[src/rtl/smartnic_250mhz_c2h_gate_pkg.sv]
// Shared types and helpers for the C2H packet gate: tuser layout, gate state, keep popcount.
package smartnic_250mhz_c2h_gate_pkg;

    localparam int KEEP_MAX     = 64;
    localparam int BYTE_INC_WID = $clog2(KEEP_MAX + 1);

    typedef struct packed {
        logic [15:0] size;
        logic [15:0] src;
        logic [15:0] dst;
        logic        rss_hash_valid;
        logic [11:0] rss_hash;
    } tuser_c2h_t;

    typedef enum logic [1:0] {
        SOP,
        PASS,
        DROP
    } gate_state_t;

    function automatic logic [BYTE_INC_WID-1:0] popcount(input logic [KEEP_MAX-1:0] keep);
        logic [BYTE_INC_WID-1:0] n;
        n = '0;
        for (int i = 0; i < KEEP_MAX; i++) begin
            n = n + BYTE_INC_WID'(keep[i]);
        end
        return n;
    endfunction

endpackage

[src/rtl/smartnic_250mhz_c2h_gate_if.sv]
// AXI-Stream C2H bus bundle; master drives payload and valid, slave drives ready.
interface smartnic_250mhz_c2h_gate_if #(
    parameter int DATA_BYTE_WID = 64,
    parameter int TUSER_WID     = 61
);
    logic                       tvalid;
    logic                       tready;
    logic [8*DATA_BYTE_WID-1:0] tdata;
    logic [DATA_BYTE_WID-1:0]   tkeep;
    logic                       tlast;
    logic [TUSER_WID-1:0]       tuser;

    modport master (output tvalid, tdata, tkeep, tlast, tuser, input tready);
    modport slave  (input tvalid, tdata, tkeep, tlast, tuser, output tready);
endinterface

[src/rtl/smartnic_250mhz_c2h_gate_pkt_counter.sv]
// Forwarded-packet, forwarded-byte and dropped-packet counters with wrap and clear-with-increment.
module axi4s_pkt_counter #(
    parameter int CNT_WID      = 32,
    parameter int BYTE_CNT_WID = 48,
    parameter int INC_WID      = 7
) (
    input  logic                    clk,
    input  logic                    srst,
    input  logic                    clr,
    input  logic                    inc_pkt,
    input  logic                    inc_drop,
    input  logic [INC_WID-1:0]      inc_bytes,
    output logic [CNT_WID-1:0]      pkt_cnt,
    output logic [BYTE_CNT_WID-1:0] byte_cnt,
    output logic [CNT_WID-1:0]      drop_cnt
);

    // A clear coinciding with an event restarts from that event rather than losing it.
    always_ff @(posedge clk) begin
        if (srst) begin
            pkt_cnt  <= '0;
            byte_cnt <= '0;
            drop_cnt <= '0;
        end else begin
            pkt_cnt  <= (clr ? '0 : pkt_cnt)  + CNT_WID'(inc_pkt);
            byte_cnt <= (clr ? '0 : byte_cnt) + BYTE_CNT_WID'(inc_bytes);
            drop_cnt <= (clr ? '0 : drop_cnt) + CNT_WID'(inc_drop);
        end
    end

endmodule

[src/rtl/smartnic_250mhz_c2h_gate.sv]
// C2H packet gate: forwards or drops whole packets through one register stage and keeps statistics.
module smartnic_250mhz_c2h_gate
    import smartnic_250mhz_c2h_gate_pkg::*;
#(
    parameter int DATA_BYTE_WID = 64,
    parameter int TUSER_WID     = 61,
    parameter int CNT_WID       = 32,
    parameter int BYTE_CNT_WID  = 48
) (
    input  logic                              clk,
    input  logic                              srst,
    input  logic                              en,
    input  logic                              cnt_clr,
    smartnic_250mhz_c2h_gate_if.slave         s,
    smartnic_250mhz_c2h_gate_if.master        m,
    output logic [CNT_WID-1:0]                pkt_cnt,
    output logic [BYTE_CNT_WID-1:0]           byte_cnt,
    output logic [CNT_WID-1:0]                drop_cnt,
    output logic                              active
);

    gate_state_t             state;
    logic                    accept;
    logic                    fwd;
    logic                    inc_pkt;
    logic                    inc_drop;
    logic [BYTE_INC_WID-1:0] inc_bytes;

    // DROP sinks beats without touching the output register, so it never waits on m.tready.
    assign s.tready  = !srst && (state == DROP || !m.tvalid || m.tready);
    assign accept    = s.tvalid && s.tready;
    assign fwd       = accept && (state == PASS || (state == SOP && en));
    assign inc_pkt   = fwd && s.tlast;
    assign inc_drop  = accept && !fwd && s.tlast;
    assign inc_bytes = fwd ? popcount(KEEP_MAX'(s.tkeep)) : '0;

    // Output stage: one register, payload held while stalled.
    always_ff @(posedge clk) begin
        if (srst) begin
            m.tvalid <= 1'b0;
            m.tdata  <= '0;
            m.tkeep  <= '0;
            m.tlast  <= 1'b0;
            m.tuser  <= '0;
        end else if (fwd) begin
            m.tvalid <= 1'b1;
            m.tdata  <= s.tdata;
            m.tkeep  <= s.tkeep;
            m.tlast  <= s.tlast;
            m.tuser  <= s.tuser;
        end else if (m.tready) begin
            m.tvalid <= 1'b0;
        end
    end

    // en is only consulted on the first beat; the packet's fate is then locked in.
    always_ff @(posedge clk) begin
        if (srst) begin
            state  <= SOP;
            active <= 1'b0;
        end else if (accept) begin
            unique case (state)
                SOP: begin
                    if (!s.tlast) begin
                        state  <= en ? PASS : DROP;
                        active <= 1'b1;
                    end
                end
                PASS, DROP: begin
                    if (s.tlast) begin
                        state  <= SOP;
                        active <= 1'b0;
                    end
                end
                default: begin
                    state  <= SOP;
                    active <= 1'b0;
                end
            endcase
        end
    end

    axi4s_pkt_counter #(
        .CNT_WID      (CNT_WID),
        .BYTE_CNT_WID (BYTE_CNT_WID),
        .INC_WID      (BYTE_INC_WID)
    ) u_cnt (
        .clk       (clk),
        .srst      (srst),
        .clr       (cnt_clr),
        .inc_pkt   (inc_pkt),
        .inc_drop  (inc_drop),
        .inc_bytes (inc_bytes),
        .pkt_cnt   (pkt_cnt),
        .byte_cnt  (byte_cnt),
        .drop_cnt  (drop_cnt)
    );

endmodule

[src/flat_wrapper.sv]
// flat-port wrapper written by rule: the top's interface ports become plain ports
module smartnic_250mhz_c2h_gate_flat import smartnic_250mhz_c2h_gate_pkg::*;
#(
    parameter int DATA_BYTE_WID = 64,
    parameter int TUSER_WID     = 61,
    parameter int CNT_WID       = 32,
    parameter int BYTE_CNT_WID  = 48
)
  (clk, srst, en, cnt_clr, pkt_cnt, byte_cnt, drop_cnt, active, s_tvalid, s_tdata, s_tkeep, s_tlast, s_tuser, s_tready, m_tvalid, m_tdata, m_tkeep, m_tlast, m_tuser, m_tready);
  smartnic_250mhz_c2h_gate_if #(.DATA_BYTE_WID(DATA_BYTE_WID), .TUSER_WID(TUSER_WID)) s_i ();
  smartnic_250mhz_c2h_gate_if #(.DATA_BYTE_WID(DATA_BYTE_WID), .TUSER_WID(TUSER_WID)) m_i ();
  input  logic clk;
  input  logic srst;
  input  logic en;
  input  logic cnt_clr;
  output logic [CNT_WID-1:0] pkt_cnt;
  output logic [BYTE_CNT_WID-1:0] byte_cnt;
  output logic [CNT_WID-1:0] drop_cnt;
  output logic active;
  input wire logic [$bits(s_i.tvalid)-1:0] s_tvalid;
  input wire logic [$bits(s_i.tdata)-1:0] s_tdata;
  input wire logic [$bits(s_i.tkeep)-1:0] s_tkeep;
  input wire logic [$bits(s_i.tlast)-1:0] s_tlast;
  input wire logic [$bits(s_i.tuser)-1:0] s_tuser;
  output wire logic [$bits(s_i.tready)-1:0] s_tready;
  output wire logic [$bits(m_i.tvalid)-1:0] m_tvalid;
  output wire logic [$bits(m_i.tdata)-1:0] m_tdata;
  output wire logic [$bits(m_i.tkeep)-1:0] m_tkeep;
  output wire logic [$bits(m_i.tlast)-1:0] m_tlast;
  output wire logic [$bits(m_i.tuser)-1:0] m_tuser;
  input wire logic [$bits(m_i.tready)-1:0] m_tready;
  assign s_i.tvalid = s_tvalid;
  assign s_i.tdata = s_tdata;
  assign s_i.tkeep = s_tkeep;
  assign s_i.tlast = s_tlast;
  assign s_i.tuser = s_tuser;
  assign s_tready = s_i.tready;
  assign m_tvalid = m_i.tvalid;
  assign m_tdata = m_i.tdata;
  assign m_tkeep = m_i.tkeep;
  assign m_tlast = m_i.tlast;
  assign m_tuser = m_i.tuser;
  assign m_i.tready = m_tready;
  smartnic_250mhz_c2h_gate #(.DATA_BYTE_WID(DATA_BYTE_WID), .TUSER_WID(TUSER_WID), .CNT_WID(CNT_WID), .BYTE_CNT_WID(BYTE_CNT_WID)) u_core (.clk(clk), .srst(srst), .en(en), .cnt_clr(cnt_clr), .s(s_i), .m(m_i), .pkt_cnt(pkt_cnt), .byte_cnt(byte_cnt), .drop_cnt(drop_cnt), .active(active));
endmodule
[config.mk]
export PLATFORM = sky130hd
export DESIGN_NAME = smartnic_250mhz_c2h_gate_flat
export DESIGN_NICKNAME = d
export VERILOG_FILES = /design/src/rtl/smartnic_250mhz_c2h_gate_pkg.sv /design/src/rtl/smartnic_250mhz_c2h_gate_if.sv /design/src/rtl/smartnic_250mhz_c2h_gate_pkt_counter.sv /design/src/rtl/smartnic_250mhz_c2h_gate.sv /design/src/flat_wrapper.sv
export SDC_FILE = /design/constraint.sdc
export NUM_CORES = 2
export LEC_CHECK = 0
export CAP_MARGIN = 20
export CORE_AREA = 4 4 549 551
export CTS_CLUSTER_DIAMETER = 80
export DETAILED_ROUTE_END_ITERATION = 12
export DIE_AREA = 0 0 553 555
export PLACE_DENSITY = 0.3
export SLEW_MARGIN = 40
export SYNTH_ARGS = -nofsm -noshare
export SYNTH_HDL_FRONTEND = slang
export SYNTH_SLANG_ARGS = --single-unit
[constraint.sdc]
create_clock -name clk -period 11.6 [get_ports clk]
set_input_delay 1.16 -clock clk [delete_from_list [all_inputs] [get_ports clk]]
set_output_delay 1.16 -clock clk [all_outputs]
set_load 0.005 [all_outputs]
==> results.md <==
* TritonCTS buffer count at 121
* DP HPWL at 189000 um
* XOR/XNOR Fraction of Synth Area at 0.0185
* Leakage at 17.1 nW
* Number of global-route vias before repair at 31400
* Nature of the critical path endpoint: flip-flop
* Power density over cell area at 166 nW/um2
* Ys Warns at 0
* Largest family of logic cells by synthesized area: simple AND/OR/NAND/NOR gates
* Fill cells at 33500
* Post-synthesis sequential area ratio at 0.515
* Worst-path clk slew at 0.06 ns
* Synth top area share at 0.515
* Final setup fails at 0
* Post-synth EDFFs at 0
* Detailed Routing Iterations Pass 1 at 7
* Clock tree buffer depth at 4
* Share of layout cells above drive strength 1 at 0.0484
* Final ANT Viol Nets at 0
* Min Tclk post-route at 9.36 ns
* Row count at 200
* Non-filler cells, final at 9020
* Critical path data required time at 12.35 ns
* Vias at 31300
* Die Y at 555 um
* DR iter-0 viols at 1744
* Crit Path Max Fanout at 19
* Reg-to-reg startpoint: u_core.state[0]
* Count leader, synth: nand2_1
* Root Buffer: clkbuf_16
* DP Worst Slack at 1.21 ns
* Setup ws final at 2.24 ns
* Final hold violations at 0
* Die area at 307000 um2
* Worst r2r dst: u_core.u_cnt.pkt_cnt[30]
* Hold Buf Count CTS at 0
* Adder-cell share of the synthesized area at 0.0504
* CTS tree: yes
* Crit path largest cell delay at 0.80 ns
* Outcome: complete, no violations
* Vias per Instance at 3.47
* Cell mode on critical path: fa_1
* Dominant synthesized flop cell: dfxtp_1
* Worst setup path startpoint: s_tkeep[1]
* Core ar. at 296000 um2
* DR WL/cell at 25.7 um
* Area grow syn2layout at 76.4%
* GRT Overall Usage at 0.144
* Area leader, netlist: dfxtp_1
* Fin nets at 5703
* Main area contributors after synthesis: dfxtp_1 52%, nand2_1 17%, a21oi_1 12%, fa_1 3.8%, clkbuf_1 3.1%
* Post-cts gate resize count at 0
* Post-Syn Area at 29300 um2
* Synth Area in Compound Gates at 0.136
* Htree depth at 3
* Cell Chain, Critical Path: clkdlybuf4s50_1, ha_1, inv_1, fa_1, fa_1, fa_1, fa_1, fa_1, fa_1, fa_1, fa_1, fa_1, fa_1, nor2b_1, o21ai_0, a21boi_0, o21ai_0, a21oi_1, ha_1, o211a_1, o211ai_1, a2111o_1, or4_1, a21oi_1
* CTS Sinks at 754
* Yosys reg bits at 754
* Slew headroom at 0.359
* Grt total ovfl at 0
* Actual slew at the worst max-slew pin at 0.962 ns
* Final hold slack at 0.451 ns
* Largest net degree at the start of global routing at 146
* Setup_tns at 0 ns
* Routed WL at 232000 um
* # Post-CTS Setup Buffers at 0
* First-pass GRT wire length at 304000 um
* # port buffers at 1396
* Placed Cells at 8787
* Cells after synthesis at 3664
* Final-report max-slew violation count at 0
* RSZ-0062 raised after global routing: no
* Part of the cycle the worst path needs at 0.807
* Critical path destination: u_core.u_cnt.byte_cnt[35]
* Fraction of registers with async set/reset at 0
* Max Clock Skew at 0.0563 ns
* Net Count, Synth at 4393
* Die W at 553 um
* Max_cap viols at 0
* Number of library cell types mapped by synthesis at 59
* Hold Crit Class: flip-flop to flip-flop
* DRC viols at 0
* Post-Synth Simple-Gate Area at 0.230
* IO Count at 1397
* Max VDD drop at 0.000268 V
* Startpoint Class: input port
* Setup CP Type: input port to flip-flop
* R2R setup slack at 7.31 ns
* Slowest cell on crit path: clkdlybuf4s50_1
* Initial antenna violation count at 152
* Syn_area_per_cell at 7.99 um2
* Mux cell area share after synthesis at 0.00179
* Footprint of the multi-input gates at 12900 um2
* Synth cell count leaders: 1322 x nand2_1, 754 x dfxtp_1, 690 x a21oi_1
* Clk Latency, worst-skew pair at 0.86 ns
* Gpl congestion at 0.858
* FMAX at 0.107 GHz
* Sequential Area at 15100 um2
* Reg2Reg Depth at 15
* Initial Utilization at 0.0988
* Arrival time at the worst endpoint at 10.10 ns
## routing by layer
layer	GRT usage	vias up	part of all wire	wire length, um
met3	0.0868	367	0.13	30300
met1	0.157	15000	0.38	87900
met5	0	-	0.0024	546
li1	-	14600	-	-
met4	0.0268	92	0.021	4790
met2	0.241	1310	0.47	108000
## power breakdown
group          leakage, nW  switching (mW)  internal [mW]  total, mW
combinational         9.15            1.19           1.05       2.24
sequential            6.12          0.0528           2.68       2.73
clock                 1.86            1.47           2.14       3.61
## layout make-up
cell class,count,area share
Sequential cell,754,0.292
Clock inverter,34,0.00785
Multi-Input combinational cell,2545,0.249
Inverter,118,0.00857
Antenna cell,22,0.00107
Clock buffer,174,0.0665
Timing Repair Buffer,1434,0.279
Tap cell,3939,0.0954
## flip-flops by register name, summed over array words and instances, names as in the netlist
name                   count
u_core.m.tdata           512
u_core.state               2
u_core.u_cnt.pkt_cnt      32
u_core.u_cnt.byte_cnt     48
u_core.m.tvalid            1
u_core.m.tuser            61
u_core.m.tlast             1
u_core.m.tkeep            64
u_core.active              1
u_core.u_cnt.drop_cnt     32
## cells in the final DEF, fill, tap and decap left out, drive strengths merged, types with 6 or more instances in the layout
cell type / n
a21oi: 690
a31o: 6
and3: 9
and4: 6
buf: 40
clkbuf: 174
clkdlybuf4s50: 1394
clkinv: 15
clkinvlp: 7
dfxtp: 754
diode: 22
fa: 55
ha: 30
inv: 126
nand2: 1322
nand2b: 8
nand3: 32
nand4: 31
nor2: 84
nor2b: 36
nor3: 16
nor3b: 6
nor4: 15
o211ai: 6
o21ai: 28
o31ai: 7
or3: 28
or4: 10
xnor2: 38
xor2: 24
## through the flow
stage          power [mW]  cell area (um2)  utilization
2_1_floorplan        4.17            29300            -
3_3_place_gp         5.15            47600        0.161
3_5_place_dp         5.08            47700        0.161
4_1_cts              8.84            51500        0.174
5_1_grt              9.20            51600        0.174
6_report             8.58            51700        0.174
## worst max-delay path: cells and delay by family
kind	cells	cell delay, ns
adders and majority gates	12	5.36
AOI/OAI and AO/OA	8	1.94
buffers and inverters	2	0.87
and+or+nand+nor	2	0.75
## worst min path at each step
stage,start,to,slack [ns],depth (start not counted)
6_report,u_core.m.tdata[143],u_core.m.tdata[143],0.45,2
5_1_grt,u_core.m.tdata[255],u_core.m.tdata[255],0.47,2
4_1_cts,u_core.m.tdata[143],u_core.m.tdata[143],0.45,2
3_5_place_dp,u_core.m.tdata[143],u_core.m.tdata[143],0.45,2
3_3_place_gp,u_core.m.tdata[108],u_core.m.tdata[108],0.44,2
2_1_floorplan,u_core.m.tdata[0],u_core.m.tdata[0],0.45,2
## cell families (layout without fill, tap and decap cells)
kind of cell             Yosys count  count (layout)
XOR/XNOR                          62              62
AND/OR/NAND/NOR                 1628            1628
other                              0              22
AO/OA/AOI/OAI                    765             765
multiplexers                       5               5
flip-flops                       754             754
adder cells (fa/ha/maj)           85              85
buffers and inverters            365            1760
No activity file was read; power rests on OpenSTA's default activity.
